<file path="config.mk">
export PLATFORM = sky130hd
export DESIGN_NAME = out_pixel_writer_flat
export DESIGN_NICKNAME = d
export VERILOG_FILES = /design/src/rtl/out_pixel_writer_pkg.sv /design/src/rtl/out_pixel_writer_if.sv /design/src/rtl/out_pixel_writer_fifo.sv /design/src/rtl/out_pixel_writer.sv /design/src/flat_wrapper.sv
export SDC_FILE = /design/constraint.sdc
export NUM_CORES = 1
export LEC_CHECK = 0
export CAP_MARGIN = 40
export CORE_UTILIZATION = 39
export CTS_CLUSTER_DIAMETER = 120
export DETAILED_ROUTE_END_ITERATION = 6
export GPL_TIMING_DRIVEN = 1
export MAX_ROUTING_LAYER = met4
export PLACE_DENSITY = 0.71
export SYNTH_ARGS = -nofsm -noshare
export SYNTH_HDL_FRONTEND = slang
export SYNTH_HIERARCHICAL = 1
export SYNTH_SLANG_ARGS = --single-unit
export TNS_END_PERCENT = 5
</file>
<file path="constraint.sdc">
create_clock -name clk -period 4.2 [get_ports clk]
set_clock_uncertainty 0.2 [all_clocks]
set_input_delay 1.26 -clock clk [delete_from_list [all_inputs] [get_ports clk]]
set_output_delay 1.26 -clock clk [all_outputs]
set_load 0.01 [all_outputs]
</file>
<file path="src/rtl/out_pixel_writer_pkg.sv">
// Shared types and pixel conversion for the output pixel write-back stage.
// PIX_SATURATE_EN selects signed clamping instead of plain truncation in to_pixel().
package out_pix_pkg;

  typedef enum logic [1:0] {IDLE, RUN, DONE} opw_state_t;

  localparam int PIX_W = 8;
  localparam int RES_W = 32;

  function automatic logic [PIX_W-1:0] to_pixel(input logic signed [RES_W-1:0] res);
`ifdef PIX_SATURATE_EN
    if (res < 0)
      return '0;
    else if (res > 255)
      return '1;
    else
      return res[PIX_W-1:0];
`else
    return res[PIX_W-1:0];
`endif
  endfunction

endpackage

</file>
<file path="src/rtl/out_pixel_writer_if.sv">
// Result-word input handshake and pixel memory write port of out_pixel_writer.
interface out_pixel_writer_if #(
  parameter int ADDR_W = 16
);
  import out_pix_pkg::*;

  logic             in_valid;
  logic             in_ready;
  logic [RES_W-1:0] in_data;
  logic             mem_we;
  logic [ADDR_W-1:0] mem_addr;
  logic [PIX_W-1:0] mem_wdata;

  modport master (
    output in_valid, in_data,
    input  in_ready, mem_we, mem_addr, mem_wdata
  );

  modport slave (
    input  in_valid, in_data,
    output in_ready, mem_we, mem_addr, mem_wdata
  );

endinterface

</file>
<file path="src/rtl/out_pixel_writer_fifo.sv">
// Synchronous FIFO (module pix_fifo) buffering result words ahead of pixel conversion.
// Read data is combinational from the head entry; pointers carry an extra wrap bit.
module pix_fifo #(
  parameter int W     = 32,
  parameter int DEPTH = 4
) (
  input  logic         clk,
  input  logic         rst,
  input  logic         wr_en,
  input  logic [W-1:0] wr_data,
  input  logic         rd_en,
  output logic [W-1:0] rd_data,
  output logic         full,
  output logic         empty
);

  localparam int AW = $clog2(DEPTH);

  logic [W-1:0] mem [DEPTH];
  logic [AW:0]  wr_ptr;
  logic [AW:0]  rd_ptr;

  assign empty   = (wr_ptr == rd_ptr);
  assign full    = (wr_ptr[AW] != rd_ptr[AW]) && (wr_ptr[AW-1:0] == rd_ptr[AW-1:0]);
  assign rd_data = mem[rd_ptr[AW-1:0]];

  always_ff @(posedge clk) begin
    if (rst) begin
      wr_ptr <= '0;
      rd_ptr <= '0;
    end else begin
      if (wr_en && !full)
        wr_ptr <= wr_ptr + 1'b1;
      if (rd_en && !empty)
        rd_ptr <= rd_ptr + 1'b1;
    end
  end

  always_ff @(posedge clk) begin
    if (wr_en && !full)
      mem[wr_ptr[AW-1:0]] <= wr_data;
  end

endmodule

</file>
<file path="src/rtl/out_pixel_writer.sv">
// Write-back stage: buffers result words, converts each to a pixel and writes NUM_PIX
// pixels sequentially from address 0. Conversion mode follows PIX_SATURATE_EN.
module out_pixel_writer
  import out_pix_pkg::*;
#(
  parameter int NUM_PIX    = 51200,
  parameter int ADDR_W     = 16,
  parameter int FIFO_DEPTH = 4
) (
  input  logic                clk,
  input  logic                rst,
  input  logic                start,
  out_pixel_writer_if.slave   bus,
  output logic                busy,
  output logic                frame_done,
  output logic [ADDR_W:0]     pix_count
);

  localparam logic [ADDR_W:0]   PIX_TOTAL = (ADDR_W+1)'(NUM_PIX);
  localparam logic [ADDR_W:0]   PIX_LAST  = (ADDR_W+1)'(NUM_PIX - 1);
  localparam logic [ADDR_W-1:0] ADDR_LAST = ADDR_W'(NUM_PIX - 1);

  opw_state_t state, state_nxt;

  logic [ADDR_W:0]  accepted;
  logic             fifo_full, fifo_empty;
  logic [RES_W-1:0] fifo_rd;
  logic             push, pop, start_frame, issue, last_wr;

  logic [RES_W-1:0] data_p0;
  logic             vld_p0;

  pix_fifo #(
    .W     (RES_W),
    .DEPTH (FIFO_DEPTH)
  ) u_fifo (
    .clk     (clk),
    .rst     (rst),
    .wr_en   (push),
    .wr_data (bus.in_data),
    .rd_en   (pop),
    .rd_data (fifo_rd),
    .full    (fifo_full),
    .empty   (fifo_empty)
  );

  always_ff @(posedge clk) begin
    if (rst)
      state <= IDLE;
    else
      state <= state_nxt;
  end

  always_comb begin
    state_nxt = state;
    case (state)
      IDLE:    if (start)   state_nxt = RUN;
      RUN:     if (last_wr) state_nxt = DONE;
      DONE:    if (start)   state_nxt = RUN;
      default: state_nxt = IDLE;
    endcase
  end

  // A full FIFO refuses input even while it is being popped: no pass-through path.
  always_comb begin
    busy         = (state == RUN);
    bus.in_ready = (state == RUN) && !fifo_full && (accepted < PIX_TOTAL);
    start_frame  = start && (state != RUN);
    push         = bus.in_valid && bus.in_ready;
    issue        = vld_p0 && (state == RUN);
    last_wr      = issue && (pix_count == PIX_LAST);
  end

  assign pop = (state == RUN) && !fifo_empty;

  // Stage p0: word popped from the FIFO
  always_ff @(posedge clk) begin
    if (rst)
      vld_p0 <= 1'b0;
    else
      vld_p0 <= pop;
  end

  always_ff @(posedge clk) begin
    if (pop)
      data_p0 <= fifo_rd;
  end

  // Output stage: registered memory write, counters and frame-done pulse
  always_ff @(posedge clk) begin
    if (rst) begin
      accepted      <= '0;
      pix_count     <= '0;
      bus.mem_we    <= 1'b0;
      bus.mem_addr  <= '0;
      bus.mem_wdata <= '0;
      frame_done    <= 1'b0;
    end else begin
      bus.mem_we <= issue;
      frame_done <= bus.mem_we && (bus.mem_addr == ADDR_LAST);
      if (issue) begin
        bus.mem_addr  <= pix_count[ADDR_W-1:0];
        bus.mem_wdata <= to_pixel($signed(data_p0));
      end
      if (start_frame) begin
        accepted  <= '0;
        pix_count <= '0;
      end else begin
        if (push)
          accepted <= accepted + 1'b1;
        if (issue)
          pix_count <= pix_count + 1'b1;
      end
    end
  end

endmodule
</file>
<file path="src/flat_wrapper.sv">
// flat-port wrapper written by rule: the top's interface ports become plain ports
module out_pixel_writer_flat import out_pix_pkg::*;
#(
  parameter int NUM_PIX    = 51200,
  parameter int ADDR_W     = 16,
  parameter int FIFO_DEPTH = 4
)
  (clk, rst, start, busy, frame_done, pix_count, bus_in_valid, bus_in_data, bus_in_ready, bus_mem_we, bus_mem_addr, bus_mem_wdata);
  out_pixel_writer_if #(.ADDR_W(ADDR_W)) bus_i ();
  input  logic clk;
  input  logic rst;
  input  logic start;
  output logic busy;
  output logic frame_done;
  output logic [ADDR_W:0] pix_count;
  input wire logic [$bits(bus_i.in_valid)-1:0] bus_in_valid;
  input wire logic [$bits(bus_i.in_data)-1:0] bus_in_data;
  output wire logic [$bits(bus_i.in_ready)-1:0] bus_in_ready;
  output wire logic [$bits(bus_i.mem_we)-1:0] bus_mem_we;
  output wire logic [$bits(bus_i.mem_addr)-1:0] bus_mem_addr;
  output wire logic [$bits(bus_i.mem_wdata)-1:0] bus_mem_wdata;
  assign bus_i.in_valid = bus_in_valid;
  assign bus_i.in_data = bus_in_data;
  assign bus_in_ready = bus_i.in_ready;
  assign bus_mem_we = bus_i.mem_we;
  assign bus_mem_addr = bus_i.mem_addr;
  assign bus_mem_wdata = bus_i.mem_wdata;
  out_pixel_writer #(.NUM_PIX(NUM_PIX), .ADDR_W(ADDR_W), .FIFO_DEPTH(FIFO_DEPTH)) u_core (.clk(clk), .rst(rst), .start(start), .bus(bus_i), .busy(busy), .frame_done(frame_done), .pix_count(pix_count));
endmodule
</file>
==> qor.csv, run 1 <==
metric,value,unit
P_leak,1.772,nW
status,completed,
starting density of the core,0.4002,
number of I/O pins,81,
CP arrival,2.56,ns
post-layout minimum cycle time,4.023,ns
Max-slew headroom,0.6137,
Worst Hold Path EP,u_core/frame_done$_SDFF_PP0_,
Max Cap Viol,0,
Synth warnings,6,
"Design Area, Final",0.005575,mm^2
Post-Syn Area,0.004589,mm^2
Final Util,0.4862,
Hold Slack,0.2469,ns
CTS H-tree lvls,3,
drt total wl,9629,um
Worst Setup End Kind,output port,
Horiz. Die Dim,110.5,um
Final Cycle Share,0.9577,
Hold Path Stages,2,
post-detail-place hpwl,6578,um
routability cong.,0.7962,
clock-pin slew on the worst setup and hold paths,0.08,ns
"Setup violations, final",0,
layout cells sized above 1,0.07582,
DP Area,0.005289,mm^2
vias in the first global route,3256,
via-per-instance ratio,5.414,
All-Layer GR Usage,0.1670,
FILL cells,1062,
TritonCTS Buffers,9,
FP Rows,39,
clk buf depth,2,
Area Growth Syn to Fin,21.48,%
"reg-to-reg slack, setup",0.72,ns
Root Driver,clkbuf_16,
Mapped Avg Cell Area,10.62,um^2
crit path launch type,register,
"slowest stage cell, crit path",or4b_4,
"Max FO, Critical Path",9,
kind of critical path,reg -> out,
R2R Path End,u_core/u_fifo/mem[1][4]$_DFFE_PP_,
Final ANT Viol Nets,0,
Die Area,0.01221,mm^2
Worst Tran Pin Value,0.5786,ns
Post-CTS Setup Inserts,0,
routed vias,3416,
reg2reg path depth,9,
syn nets,475,
CORE AREA,0.01147,mm^2
DRC Markers,0,
Slew Limit Fails,0,
Final Hold Viols,0,
global-route wire length before repair,16210,um
critical path startpoint,u_core/u_fifo/wr_ptr[1]$_SDFFE_PP0P_,
Bufs and invs on worst path,1,
critical-path cell list,xnor2_1 -> nand2_1 -> nor2_1 -> or4b_4 -> nor2_1 -> clkdlybuf4s50_1,
Die H,110.5,um
post-route setup TNS,0,ns
CP dominant cell by count,nor2_1,
RSZ-0062 raised after global routing,no,
grt ovf,0,
CTS sink count,111,
FMAX,248.6,MHz
clk_lat worst skew,0.34,ns
Slowest Stage Delay on Critical Path,0.56,ns
kind of cell adding the most delay to the critical path,simple AND/OR/NAND/NOR gates,
worst flop-to-flop path startpoint,u_core/u_fifo/wr_ptr[1]$_SDFFE_PP0P_,
Syn Inst Count,432,
wire per inst,15.26,um
"most common cell after layout, fill and taps aside",dfxtp_1,
drt pass-1 iters,4,
worst vdd ir,0.2292,mV
most frequent cells in the layout,"69 x dfxtp_1, 66 x nand2_1, 56 x clkdlybuf4s50_1, 43 x a21oi_1, 40 x edfxtp_1",
Worst Hold Class,reg -> reg,
IO Port Bufs,56,
antenna violations before repair,0,
Worst EP required,2.74,ns
pin count of the biggest net entering global routing,41,
DRT iter0 DRCs,258,
Nets,526,
hold_sp,u_core/bus.mem_we$_SDFF_PP0_,
CTS tree,yes,
pwr dens,381.8,mW/mm^2
ANT cells,0,
==> final cells by class <==
cell class	instances	area, um^2	share of cell area
Multi-Input combinational cell	290	1817	0.3259
Clock inverter	7	58.81	0.01055
Inverter	8	30.03	0.005386
Tap cell	143	178.9	0.03209
Sequential cell	111	2625	0.4708
Timing Repair Buffer	63	640.6	0.1149
Clock buffer	9	225.2	0.04039
==> per-stage QoR <==
step	power, mW	worst slack (ns)	std cells
2_1_floorplan	1.283	0.9682	432
3_3_place_gp	1.327	0.4608	613
3_5_place_dp	1.336	0.3925	615
4_1_cts	2.150	0.03062	631
5_1_grt	2.203	0.06207	631
6_report	2.129	0.1775	631
==> timing repair <==
item,CTS,global route
setup endpoints to repair,0,1
hold buffers,0,0
gates resized for setup,0,2
==> layer usage <==
layer	GRT usage	wire length [um]	vias to the layer above
met1	0.2120	4492	1668
li1	-	-	1672
met3	0.03842	321	7
met5	-	0	-
met4	0.02400	57	0
met2	0.2783	4757	69
==> report_power, final <==
group	internal, mW	switching [mW]
registers	1.14	0.0260
logic	0.0687	0.0790
clock network	0.413	0.404
total	1.62	0.509
==> worst reg2reg max path, cell delays in order (launching register included) <==
cell and delay [ns]:
dfxtp_2 0.43, xnor2_1 0.21, nand2_1 0.23, nor2_1 0.08, or4b_4 0.56, or3b_2 0.52
inv_1 0.17, inv_1 0.08, a31oi_1 0.20, and2_1 0.47
==> flip-flops by register name, summed over array words and instances, names as in the netlist, named ones only <==
name and count:
u_core/bus.mem_addr 16, u_core/state 2, u_core/u_fifo/wr_ptr 3, u_core/vld_p0 1, u_core/u_fifo/rd_ptr 3, u_core/bus.mem_we 1
u_core/pix_count 17, u_core/accepted 17, u_core/frame_done 1, u_core/bus.mem_wdata 8, u_core/data_p0 8, u_core/u_fifo/mem 32
==> worst max path at each step <==
stage / endpoint / slack (ns) / cells past startpoint
global route: bus_in_ready / 0.06 / 6
global placement: bus_in_ready / 0.46 / 6
detailed placement: u_core/u_fifo/mem[1][6]$_DFFE_PP_ / 0.39 / 6
finish: bus_in_ready / 0.18 / 6
floorplan: u_core/u_fifo/mem[3][0]$_DFFE_PP_ / 0.97 / 10
CTS: bus_in_ready / 0.03 / 6
(Power assumes the default switching activity.)
==> inputs of run 2 (changes only) <==
- CORE_UTILIZATION: 39 -> 31
- PLACE_DENSITY: 0.71 -> 0.6
- SETUP_SLACK_MARGIN: unset -> 0.4
- clock period: 4.2 -> 5.1 ns (I/O delays scaled with it)
==> qor.csv, run 2 (synthesized netlist as in run 1, its figures left out) <==
metric,value,unit,change
status,completed,,
post-layout minimum cycle time,4.427,ns,
FILL cells,1409,,+33%
Final Cycle Share,0.8680,,
ANT cells,0,,unchanged
kind of critical path,reg -> out,,
Max Cap Viol,0,,unchanged
Hold Path Stages,1,,-1
Die H,123.7,um,+12%
DRT iter0 DRCs,217,,-16%
CTS sink count,111,,unchanged
CTS tree,yes,,
FMAX,225.9,MHz,
Final Hold Viols,0,,unchanged
clk buf depth,2,,unchanged
Horiz. Die Dim,123.7,um,+12%
Root Driver,clkbuf_16,,
grt ovf,0,,unchanged
Worst Hold Class,reg -> reg,,
Hold Slack,0.2509,ns,+0.003984 ns
reg2reg path depth,9,,unchanged
TritonCTS Buffers,9,,unchanged
Worst EP required,3.37,ns,+0.63 ns
Largest register FFs,32,,unchanged
GRT met2 Usage,0.2229,,-0.05534
"reg-to-reg slack, setup",1.53,ns,+0.81 ns
wire per inst,14.65,um,-4.0%
CP arrival,2.70,ns,+0.14 ns
Die Area,0.01530,mm^2,+25%
Nets,526,,unchanged
Worst Tran Pin Value,0.8880,ns,+0.3094 ns
Worst Setup End Kind,output port,,
RSZ-0062 raised after global routing,no,,
FP Rows,44,,+13%
total power,1.793,mW,-16%
global-route wire length before repair,16150,um,-0.38%
Worst Hold Path EP,u_core/frame_done$_SDFF_PP0_,,
DRC Markers,0,,unchanged
most frequent cells in the layout,"71 x dfxtp_1, 66 x nand2_1, 56 x clkdlybuf4s50_1, 43 x a21oi_1, 40 x edfxtp_1",,
vias in the first global route,3242,,-0.43%
All-Layer GR Usage,0.1420,,-0.02508
GRT Max-Usage Layer,met2,,
hold_sp,u_core/bus.mem_addr[13]$_SDFFE_PP0P_,,
pwr dens,317.7,mW/mm^2,-17%
layout cells sized above 1,0.07172,,-0.004098
starting density of the core,0.3170,,-0.08325
Post-CTS Setup Inserts,0,,unchanged
clock-pin slew on the worst setup and hold paths,0.07,ns,about the same
routability cong.,0.7719,,-3.1%
CORE AREA,0.01448,mm^2,+26%
P_leak,1.784,nW,+0.70%
Area Growth Syn to Fin,22.96,%,
routed vias,3348,,-2.0%
Max-slew headroom,0.4058,,-0.2080
antenna violations before repair,0,,unchanged
met1 global-route usage,0.1772,,-0.03478
number of I/O pins,81,,unchanged
post-detail-place hpwl,6743,um,+2.5%
clk_lat worst skew,0.34,ns,about the same
Hold Buf Count CTS,0,,unchanged
"Setup violations, final",0,,unchanged
CTS resizes,0,,unchanged
worst flop-to-flop path startpoint,u_core/u_fifo/wr_ptr[0]$_SDFFE_PP0P_,,
R2R Path End,u_core/u_fifo/mem[2][4]$_DFFE_PP_,,
Slew Limit Fails,0,,unchanged
Final ANT Viol Nets,0,,unchanged
IO Port Bufs,56,,unchanged
pin count of the biggest net entering global routing,19,,-54%
worst vdd ir,0.1725,mV,-25%
"Max FO, Critical Path",9,,unchanged
CTS H-tree lvls,3,,unchanged
drt total wl,9845,um,+2.2%
via-per-instance ratio,4.982,,-8.0%
met3 Usage GRT,0.03480,,-0.003621
"most common cell after layout, fill and taps aside",dfxtp_1,,
post-route setup TNS,0,ns,unchanged
drt pass-1 iters,4,,unchanged
crit path launch type,register,,
-- run 2: cell types whose count changed in the layout (fill, tap and decap cells not counted), sizes merged --
cell | previous run | this run
bufinv | 0 | 1
clkinvlp | 2 | 1
clkinv | 1 | 3
inv | 12 | 9
clkbuf | 9 | 10
-- run 2: how the worst max path moves through the flow --
| stage | startpoint | end | slack [ns] | depth (start not counted) |
|---|---|---|---|---|
| after global routing | u_core/u_fifo/wr_ptr[0]$_SDFFE_PP0P_ | bus_in_ready | 0.50 | 6 |
| after global placement | u_core/u_fifo/wr_ptr[1]$_SDFFE_PP0P_ | bus_in_ready | 1.08 | 6 |
| after detailed placement | bus_in_valid | u_core/u_fifo/mem[1][5]$_DFFE_PP_ | 1.02 | 6 |
| final | u_core/u_fifo/wr_ptr[0]$_SDFFE_PP0P_ | bus_in_ready | 0.67 | 6 |
| after CTS | u_core/u_fifo/wr_ptr[0]$_SDFFE_PP0P_ | bus_in_ready | 0.66 | 6 |
| after floorplan | u_core/u_fifo/rd_ptr[1]$_SDFFE_PP0P_ | bus_in_ready | 1.72 | 7 |
-- run 2: area by class of cell --
type | instances | area [um^2] | area share
clock buffer | 10 | 239.0 | 0.04235
clock inverter | 6 | 68.82 | 0.01220
inverter | 8 | 30.03 | 0.005322
multi-input combinational | 290 | 1817 | 0.3220
sequential | 111 | 2623 | 0.4647
tap | 184 | 230.2 | 0.04080
timing repair buffer | 63 | 635.6 | 0.1126
-- run 2: per-layer routing --
layer,vias to the layer above,part of all wire
li1,1665,-
met3,11,0.041
met2,71,0.48
met4,0,0.015
met1,1601,0.47
met5,-,0
-- run 2: metrics by stage --
| stage | instance area, um^2 | setup slack, ns | instances | util |
|---|---|---|---|---|
| 6_report | 5643 | 0.6733 | 672 | 0.3897 |
| 5_1_grt | 5643 | 0.4978 | 672 | 0.3897 |
| 4_1_cts | 5643 | 0.6610 | 672 | 0.3897 |
| 3_5_place_dp | 5335 | 1.022 | 656 | 0.3685 |
| 3_3_place_gp | 5283 | 1.077 | 652 | 0.3648 |
| 2_1_floorplan | 4589 | 1.718 | 432 | - |
-- run 2: where the power goes --
| part | internal (mW) | switching, mW |
|---|---|---|
| sequential | 0.937 | 0.0209 |
| clock | 0.397 | 0.320 |
| combinational | 0.0539 | 0.0637 |
-- run 2: critical path, cell delays in order (launching register included) --
cell and delay [ns]:
dfxtp_1 0.49, xnor2_1 0.24, nand2_1 0.24, nor2_1 0.08
or4b_4 0.57, nor2_1 0.17, clkdlybuf4s50_1 0.57
==> inputs of run 3 (changes only) <==
--- a/constraint.sdc
+++ b/constraint.sdc
@@ -4,2 +4,2 @@
 set_output_delay 1.53 -clock clk [all_outputs]
-set_load 0.01 [all_outputs]
+set_load 0.05 [all_outputs]
==> qor.csv, run 3 (synthesized netlist as in run 1, its figures left out) <==
metric,value,unit,change
status,completed,,
CTS tree,yes,,
kind of critical path,reg -> out,,
grt ovf,0,,unchanged
pin count of the biggest net entering global routing,32,,+13
GRT met2 Usage,0.2260,,+0.003125
Die H,123.7,um,unchanged
routability cong.,0.7953,,+3.0%
TritonCTS Buffers,9,,unchanged
met1 global-route usage,0.1794,,+0.002168
clk_lat worst skew,0.36,ns,+0.02 ns
post-detail-place hpwl,6647,um,-1.4%
drt pass-1 iters,6,,+2
RSZ-0062 raised after global routing,no,,
post-route setup TNS,0,ns,unchanged
Nets,525,,-0.19%
clock-pin slew on the worst setup and hold paths,0.07,ns,about the same
worst vdd ir,0.1967,mV,+14%
CTS H-tree lvls,3,,unchanged
Final Cycle Share,0.8444,,-0.02358
Area Growth Syn to Fin,23.56,%,
DRT iter0 DRCs,188,,-13%
Post-CTS Setup Inserts,0,,unchanged
wire per inst,14.69,um,+0.28%
Largest register FFs,32,,unchanged
Root Driver,clkbuf_16,,
"Max FO, Critical Path",9,,unchanged
CORE AREA,0.01448,mm^2,unchanged
Worst Setup End Kind,output port,,
post-layout minimum cycle time,4.306,ns,-0.1202 ns
layout cells sized above 1,0.06982,,-0.001906
Die Area,0.01530,mm^2,unchanged
FMAX,232.2,MHz,+2.8%
CP arrival,2.58,ns,-0.12 ns
clk buf depth,2,,unchanged
P_leak,1.811,nW,+1.5%
Worst Hold Class,reg -> reg,,
Slew Limit Fails,0,,unchanged
CTS sink count,111,,unchanged
number of I/O pins,81,,unchanged
All-Layer GR Usage,0.1444,,+0.002396
routed vias,3408,,+1.8%
Horiz. Die Dim,123.7,um,unchanged
antenna violations before repair,0,,unchanged
crit path launch type,register,,
most frequent cells in the layout,"71 x dfxtp_1, 66 x nand2_1, 55 x clkdlybuf4s50_1, 43 x a21oi_1, 40 x edfxtp_1",,
Worst Tran Pin Value,0.7322,ns,-0.1558 ns
Max Cap Viol,0,,unchanged
"most common cell after layout, fill and taps aside",dfxtp_1,,
Max-slew headroom,0.5101,,+0.1043
vias in the first global route,3206,,-1.1%
drt total wl,9858,um,+0.13%
DRC Markers,0,,unchanged
DP Area,0.005349,mm^2,+0.26%
"Setup violations, final",0,,unchanged
ANT cells,0,,unchanged
IO Port Bufs,56,,unchanged
FP Rows,44,,unchanged
Hold Buf Count CTS,0,,unchanged
Worst EP required,3.37,ns,about the same
pwr dens,322.1,mW/mm^2,+1.4%
starting density of the core,0.3170,,unchanged
CTS resizes,0,,unchanged
Final ANT Viol Nets,0,,unchanged
"Design Area, Final",0.005670,mm^2,+0.49%
Final Hold Viols,0,,unchanged
via-per-instance ratio,5.079,,+1.9%
met3 Usage GRT,0.03617,,+0.001374
global-route wire length before repair,16040,um,-0.69%
GRT Max-Usage Layer,met2,,
## run 3: changes by cell type in the layout (fill, tap and decap cells not counted)
| cell | before | now |
|---|---|---|
| clkdlybuf4s50_1 | 56 | 55 |
| buf_4 | 4 | 3 |
| inv_6 | 1 | 0 |
| clkbuf_8 | 1 | 0 |
| clkinvlp_4 | 1 | 2 |
| buf_8 | 3 | 0 |
| dlymetal6s2s_1 | 0 | 1 |
| clkinv_4 | 2 | 1 |
| buf_6 | 0 | 1 |
| bufinv_8 | 0 | 2 |
| buf_16 | 0 | 2 |
## run 3: layer usage
layer / part of all wire / up-vias / wire length (um)
met4: 0.014 / 0 / 136
met1: 0.46 / 1668 / 4562
li1: - / 1668 / -
met2: 0.48 / 61 / 4777
met5: 0 / - / 0
met3: 0.039 / 11 / 382
## run 3: worst max-delay path, cell delays in order (launching register included)
cell,delay [ns]
dfxtp_1,0.48
xnor2_1,0.27
nand2_1,0.24
nor2_1,0.07
or4b_4,0.56
nor2_1,0.15
dlymetal6s2s_1,0.44
## run 3: where the power goes
part	leakage, nW	internal, mW	switching (mW)
registers	0.934	0.937	0.0220
clock network	0.159	0.428	0.313
logic	0.718	0.0540	0.0720
total	1.81	1.42	0.407
## run 3: cell type report
cell class	instances	area [um^2]
fill	1441	8808
sequential	111	2623
multi-input combinational	290	1817
timing repair buffer	62	651.9
tap	184	230.2
clock buffer	9	225.2
clock inverter	7	93.84
inverter	8	30.03
## run 3: per-stage QoR
stage	power (mW)	hold slack (ns)	setup slack, ns	std cells	utilization
finish	1.827	0.2425	0.7936	671	0.3916
global route	1.896	0.2657	0.5997	671	0.3916
CTS	1.852	0.2514	0.4040	671	0.3915
detailed placement	1.105	0.2403	0.7895	655	0.3694
global placement	1.098	0.2333	0.8268	652	0.3648
floorplan	1.063	0.2308	1.230	432	-
## run 3: path summary, 6_finish.rpt
| check | end | cells after the start | slack, ns | start |
|---|---|---|---|---|
| hold / removal | u_core/frame_done$_SDFF_PP0_ | 2 | 0.24 | u_core/bus.mem_we$_SDFF_PP0_ |
| setup / recovery | bus_in_ready | 6 | 0.79 | u_core/u_fifo/wr_ptr[0]$_SDFFE_PP0P_ |
| hold reg to reg | u_core/frame_done$_SDFF_PP0_ | 2 | 0.24 | u_core/bus.mem_we$_SDFF_PP0_ |
| setup reg to reg | u_core/u_fifo/mem[2][6]$_DFFE_PP_ | 9 | 1.46 | u_core/u_fifo/wr_ptr[0]$_SDFFE_PP0P_ |
